<file path="config.mk">
export PLATFORM = sky130hd
export DESIGN_NAME = seq_detect_ctrl
export DESIGN_NICKNAME = d
export VERILOG_FILES = /design/src/rtl/seq_detect_ctrl.sv
export SDC_FILE = /design/constraint.sdc
export NUM_CORES = 1
export LEC_CHECK = 0
export CORE_MARGIN = 4
export CORE_UTILIZATION = 40
export DETAILED_ROUTE_END_ITERATION = 8
export PLACE_DENSITY_LB_ADDON = 0.2
export SYNTH_ARGS = -nofsm -noshare
export SYNTH_HDL_FRONTEND = slang
export SYNTH_SLANG_ARGS = --single-unit
</file>
<file path="constraint.sdc">
create_clock -name clk -period 2.6 [get_ports clk]
set_clock_uncertainty 0.05 [all_clocks]
set_input_delay 0.78 -clock clk [delete_from_list [all_inputs] [get_ports clk]]
set_output_delay 0.78 -clock clk [all_outputs]
set_load 0.03 [all_outputs]
</file>
<file path="src/rtl/seq_detect_ctrl.sv">
// Byte-serialising 4-bit pattern detector: accepts a byte, shifts it MSB first
// through a Mealy matcher, then holds per-byte and running match counts.
module seq_detect_ctrl (
  input  logic        clk,
  input  logic        rst,
  input  logic [3:0]  cfg_pattern,
  input  logic        cfg_load,
  input  logic        in_valid,
  input  logic [7:0]  in_data,
  output logic        in_ready,
  output logic        z,
  output logic        out_valid,
  input  logic        out_ready,
  output logic [3:0]  match_cnt,
  output logic [15:0] total_cnt,
  output logic        busy
);

  typedef enum logic [1:0] {
    S_IDLE  = 2'd0,
    S_SHIFT = 2'd1,
    S_DONE  = 2'd2
  } state_t;

  state_t      r_state;
  logic [3:0]  r_pattern;
  logic [2:0]  r_hist;
  logic [1:0]  r_fill;
  logic [2:0]  r_bit_idx;
  logic [7:0]  r_byte;
  logic [3:0]  r_match_cnt;
  logic [15:0] r_total_cnt;

  logic w_bit;
  logic w_match;
  logic w_accept;

  assign w_bit    = r_byte[r_bit_idx];
  // The match looks at the three stored bits plus the bit on the wire this cycle.
  assign w_match  = (r_state == S_SHIFT) && (r_fill == 2'd3) &&
                    ({r_hist, w_bit} == r_pattern);
  assign in_ready = (r_state == S_IDLE) && !cfg_load;
  assign w_accept = in_valid && in_ready;

  assign z         = w_match;
  assign out_valid = (r_state == S_DONE);
  assign busy      = (r_state == S_SHIFT) || (r_state == S_DONE);
  assign match_cnt = r_match_cnt;
  assign total_cnt = r_total_cnt;

  // NOTE: all state is updated with non-blocking assignments so every register
  // samples pre-edge values, independent of statement order in this block.
  always_ff @(posedge clk or posedge rst) begin
    if (rst) begin
      r_state     <= S_IDLE;
      r_pattern   <= 4'b1011;
      r_hist      <= 3'd0;
      r_fill      <= 2'd0;
      r_bit_idx   <= 3'd7;
      r_byte      <= 8'd0;
      r_match_cnt <= 4'd0;
      r_total_cnt <= 16'd0;
    end else begin
      case (r_state)
        S_IDLE: begin
          if (cfg_load) begin
            r_pattern <= cfg_pattern;
            r_hist    <= 3'd0;
            r_fill    <= 2'd0;
          end else if (w_accept) begin
            r_byte      <= in_data;
            r_bit_idx   <= 3'd7;
            r_match_cnt <= 4'd0;
            r_state     <= S_SHIFT;
          end
        end
        S_SHIFT: begin
          // History and fill carry across bytes so a match may straddle them.
          r_hist <= {r_hist[1:0], w_bit};
          if (r_fill != 2'd3) r_fill <= r_fill + 2'd1;
          if (w_match) begin
            r_match_cnt <= r_match_cnt + 4'd1;
            if (r_total_cnt != 16'hFFFF) r_total_cnt <= r_total_cnt + 16'd1;
          end
          if (r_bit_idx == 3'd0) r_state   <= S_DONE;
          else                   r_bit_idx <= r_bit_idx - 3'd1;
        end
        S_DONE: begin
          if (out_ready) r_state <= S_IDLE;
        end
        default: r_state <= S_IDLE;
      endcase
    end
  end

endmodule

</file>
Yosys cells after proc, flatten, opt, wreduce, memory -nomap -nowiden
Cells that the tools add are included.
{"block": "word_totals", "rom_bits": 0, "memories": 0, "ff_bits": 42, "ram_bits": 0, "latchBits": 0, "output_inout_bits": 24, "input_bits": 17, "wordCells": 65}
{"block": "classes", "addsub": 4, "order_cmp": 1, "shift": 0, "n_mux": 20, "reduce_logical": 17, "n_mul": 0, "div_mod_pow": 0, "n_eq_ne": 14, "bitwise_logic": 1}
{"cell": "adder 16 x 1 -> 16 bit (second input constant)", "count": 1}
{"cell": "inequality test 16 bit (second input constant)", "count": 1}
{"cell": "2-to-1 mux 2 bit", "count": 6}
{"cell": "2-to-1 mux 3 bit", "count": 4}
{"cell": "2-to-1 mux 4 bit", "count": 3}
{"cell": "inequality test 2 bit (second input constant)", "count": 6}
{"cell": "one-hot mux 3 bit (2 select lines)", "count": 2}
{"cell": "AND reduction 4 bit", "count": 3}
{"cell": "AND reduction 3 bit", "count": 3}
{"cell": "one-hot mux 4 bit (2 select lines)", "count": 1}
{"cell": "inequality test 2 x 1 -> 1 bit (second input constant)", "count": 3}
{"cell": "one-hot mux 2 bit (3 select lines)", "count": 1}
{"cell": "adder 4 x 1 -> 4 bit (second input constant)", "count": 1}
{"cell": "== test 2 bit (second input constant)", "count": 2}
{"cell": "== test 4 bit", "count": 1}
{"cell": "logical AND 1 bit", "count": 4}
{"cell": "less-than comparator 3 x 4 -> 1 bit (second input constant)", "count": 1}
{"cell": "one-hot mux 2 bit (2 select lines)", "count": 1}
{"cell": "AND reduction 2 bit", "count": 2}
{"cell": "binary-select mux 1 bit (select 3 bit)", "count": 1}
{"cell": "logical NOT 3 bit", "count": 1}
{"cell": "subtractor 3 x 1 -> 3 bit (second input constant)", "count": 1}
{"cell": "adder 2 x 1 -> 2 bit (second input constant)", "count": 1}
{"cell": "== test 2 x 1 -> 1 bit (second input constant)", "count": 1}
{"cell": "other kinds (6)", "count": 6}

Depth between registers and ports, before layout
{"block": "depth", "ltp_word": 6, "depth_mapped": 9, "mapped_depth_nobuf": 7}

Worst setup path before layout
No wires, ideal clock.
{"block": "synth_path", "path_kind": "reg-to-output", "from": "register r_bit_idx[0]", "to": "output port z", "required_ns": 1.770, "path_buffers": 1, "t_arrival_ns": 2.062, "slack_ns": -0.292, "stages_incl_launch_ff": 5, "path_cell_list": "dfstp_2 > mux4_1 > mux2_2 > mux2_4 > clkbuf_1"}
{"block": "synth_between", "elab_chain_len": 4}
{"item": "start, declared", "line_no": "29", "source": "logic [2:0] r_bit_idx;"}
{"item": "start signal, assigned", "line_no": "86", "source": "else r_bit_idx <= r_bit_idx - 3'd1;"}
{"item": "binary-select mux 1 bit (select 3 bit)", "line_no": "38", "source": "assign w_bit = r_byte[r_bit_idx];"}
{"item": "2-to-1 mux 1 bit (not written as such)", "line_no": "38"}
{"item": "== test 4 bit", "line_no": "41", "source": "({r_hist, w_bit} == r_pattern);"}
{"item": "logical AND 1 bit", "line_no": "40", "source": "assign w_match = (r_state == S_SHIFT) && (r_fill == 2'd3) &&"}
{"item": "end, declared", "line_no": "11", "source": "output logic z,"}
No other way between the ends. The select of a mux whose other input is x is not followed.

Worst setup path after layout
Ends and elaborated chain as after synthesis.

==> flow_summary.yaml <==
clock_tree:
  cts_tree: "built"
  root_buffer: "clkbuf_8"
  cts_setup_buffers: 0
  numCtsBuffers: 5
  clock_latency_ps: 290
  clockBufferDepth: 2
  cts.sinks: 42
  htreeDepth: 2
  path_clk_slew_ps: 80
timing:
  slew_violations: 0
  worst_slew_pin_slew_ps: 538
  rsz0062_at_grt: "yes"
  setup_violations: 1
  post-route-period-util: 1.13
  hold_viol_final: 0
  fmax_mhz: 341
  slew-limit-headroom: 0.641
  setup_slack_ps: -334
  finalCriticalPeriod_ps: 2930
logic_synthesis:
  synth.net_count: 237
  synthArstFlopShare: 1.00
  synth-edff-count: 0
  synth_seq_cells: 42
  synth_cell_types: 38
  synth_top_area_cell: "dfrtp_1"
  synth_area_leaders: "dfrtp_1, dfstp_2, mux2_2"
  syn-cell-area_um2: 2210
  yosysSeqAreaShare: 0.479
  dominantRegCellSynth: "dfrtp_1"
  synthCells: 210
  synth_top_cell_area_share: 0.408
  syn_area_per_cell_um2: 10.5
  ys_warn_count: 0
critical_path:
  worstPathArrival_ps: 2100
  cp-end-kind: "output port"
  cp-start-kind: "flip-flop"
  crit_type: "flip-flop to output port"
  cp_max_fo: 3
  required_ps: 1770
hold_path:
  hp-class: "flip-flop to flip-flop"
floorplan:
  initial_utilization: 0.422
  die_h_um: 82.3
  ioPinCount: 41
  die_area_um2: 6770
  core_area_um2: 5240
  die_w_um: 82.3
  core.rowCount: 26
place:
  placed_cells: 324
  gp_congestion: 0.767
  dp_hpwl_um: 3300
  io_buffers: 40
  dpl_worst_slack_ps: -49.2
power:
  vdd_drop_max_mv: 0.449
  powerDensity_nw_per_um2: 853
  leakagePower_nw: 1.24
global_route:
  grt_max_degree: 43
  grt_overflow: 0
  track_usage: 0.152
  grt_pass1_vias: 1762
  antenna_found_initial: 0
  grt_pass1_wl_um: 7950
detailed_routing:
  drt-vias-per-instance: 5.10
  ant_nets: 0
  vias: 1692
  wl_um: 4550
  dr.pass1.iters: 4
  drtIter0Drc: 84
  wl_per_cell_um: 13.7
  remaining_drc_errors: 0
finish:
  drive_above_1_share: 0.172
  area_growth_pct: 28.5
  final_cells: 332
  antenna_cells: 0
  design.final.nets: 288
run_status:
  violations: "negative setup slack"
  status: "complete, but fails checks"
flow_run:
  cap_violations: 0
[state kept, by name, summed over array words and instances (netlist names)]
name	cells
total_cnt	16
r_byte	8
match_cnt	4
r_pattern	4
r_bit_idx	3
r_hist	3
r_fill	2
r_state	2
[through the flow]
stage / area, um2 / power (mW) / setup TNS [ps] / util / hold slack, ps
global route: 2840 / 2.62 / -418 / 0.542 / 471
CTS: 2840 / 2.46 / -358 / 0.542 / 455
detailed placement: 2740 / 2.00 / -49.2 / 0.523 / 444
global placement: 2740 / 1.99 / -23.6 / 0.523 / 432
finish: 2840 / 2.42 / -334 / 0.542 / 446
floorplan: 2230 / 1.69 / -76.1 / - / 424
[cell usage after synthesis, drive strengths merged, types with 6 or more instances]
library cell and instances:
a21oi 7, and3 6, clkbuf 6, dfrtp 36, dfstp 6, ha 10, inv 11, mux2 15
nand2 22, nand3 12, nand4 8, nor2 11, o21ai 11, xnor2 15
[worst max-delay path, cell delays in order (launching register included)]
cell and delay, ps:
dfstp_2 570, mux4_2 490, mux2_4 300, mux2_4 320, buf_6 140
[placed cells by master, fill, tap and decap left out, types with 2 or more instances in the layout]
cell type / instances
and2_1: 2
nand2_1: 22
clkbuf_8: 6
nor2_1: 11
mux2_2: 13
ha_1: 10
xor2_1: 3
dfstp_2: 6
and4_1: 2
a32o_1: 2
inv_1: 11
nor4_1: 2
nand4_1: 8
xnor2_1: 15
nor3_1: 5
o21ai_0: 9
mux2_4: 2
mux4_2: 2
a221o_1: 2
a21oi_1: 7
o21ai_1: 2
clkdlybuf4s50_1: 38
buf_4: 13
nand3_1: 12
and3_1: 6
dfrtp_1: 36
[cells by family after synthesis]
logic type / count (synthesis) / share of synthesized area
muxes: 17 / 0.102
AOI/OAI and AO/OA: 30 / 0.0884
DFF: 42 / 0.479
adders and majority gates: 10 / 0.0567
buffers and inverters: 19 / 0.0363
xor gates and xnor gates: 18 / 0.0714
and+or+nand+nor: 74 / 0.166
[worst paths after layout]
kind	slack, ps	depth (start not counted)	endpoint	start
max	-330	4	z	r_bit_idx[0]
min	450	1	total_cnt[5]	total_cnt[5]
max reg2reg	50	6	match_cnt[3]	r_bit_idx[0]
min reg2reg	450	1	total_cnt[5]	total_cnt[5]
max in group asynchronous	1240	3	r_pattern[0]	rst
min in group asynchronous	880	3	total_cnt[15]	rst
[repair_timing]
action / 4_1_cts / 5_1_grt
resized for setup: 1 / 1
endpoints found under the setup margin: 1 / 4
hold buffers: 0 / 0
[power by group]
part	leakage, nW	switching (mW)	internal (mW)	total, mW
logic	0.659	0.514	0.488	1.00
registers	0.538	0.130	0.851	0.982
clock network	0.0472	0.224	0.214	0.437
[per-layer routing]
layer	GRT usage	share of wire	up-vias
li1	-	-	850
met1	0.202	0.48	798
met2	0.246	0.46	40
met3	0.0347	0.050	4
met4	0.0449	0.0086	0
met5	0	0	-
[cell type report]
cell class | instances | area, um2
Clock buffer | 6 | 82.6
Clock inverter | 2 | 12.5
Fill cell | 470 | 2400
Inverter | 11 | 41.3
Multi-Input combinational cell | 149 | 1070
Sequential cell | 42 | 1060
Tap cell | 70 | 87.6
Timing Repair Buffer | 52 | 489
Note: power is estimated with default switching activity, not from simulation.
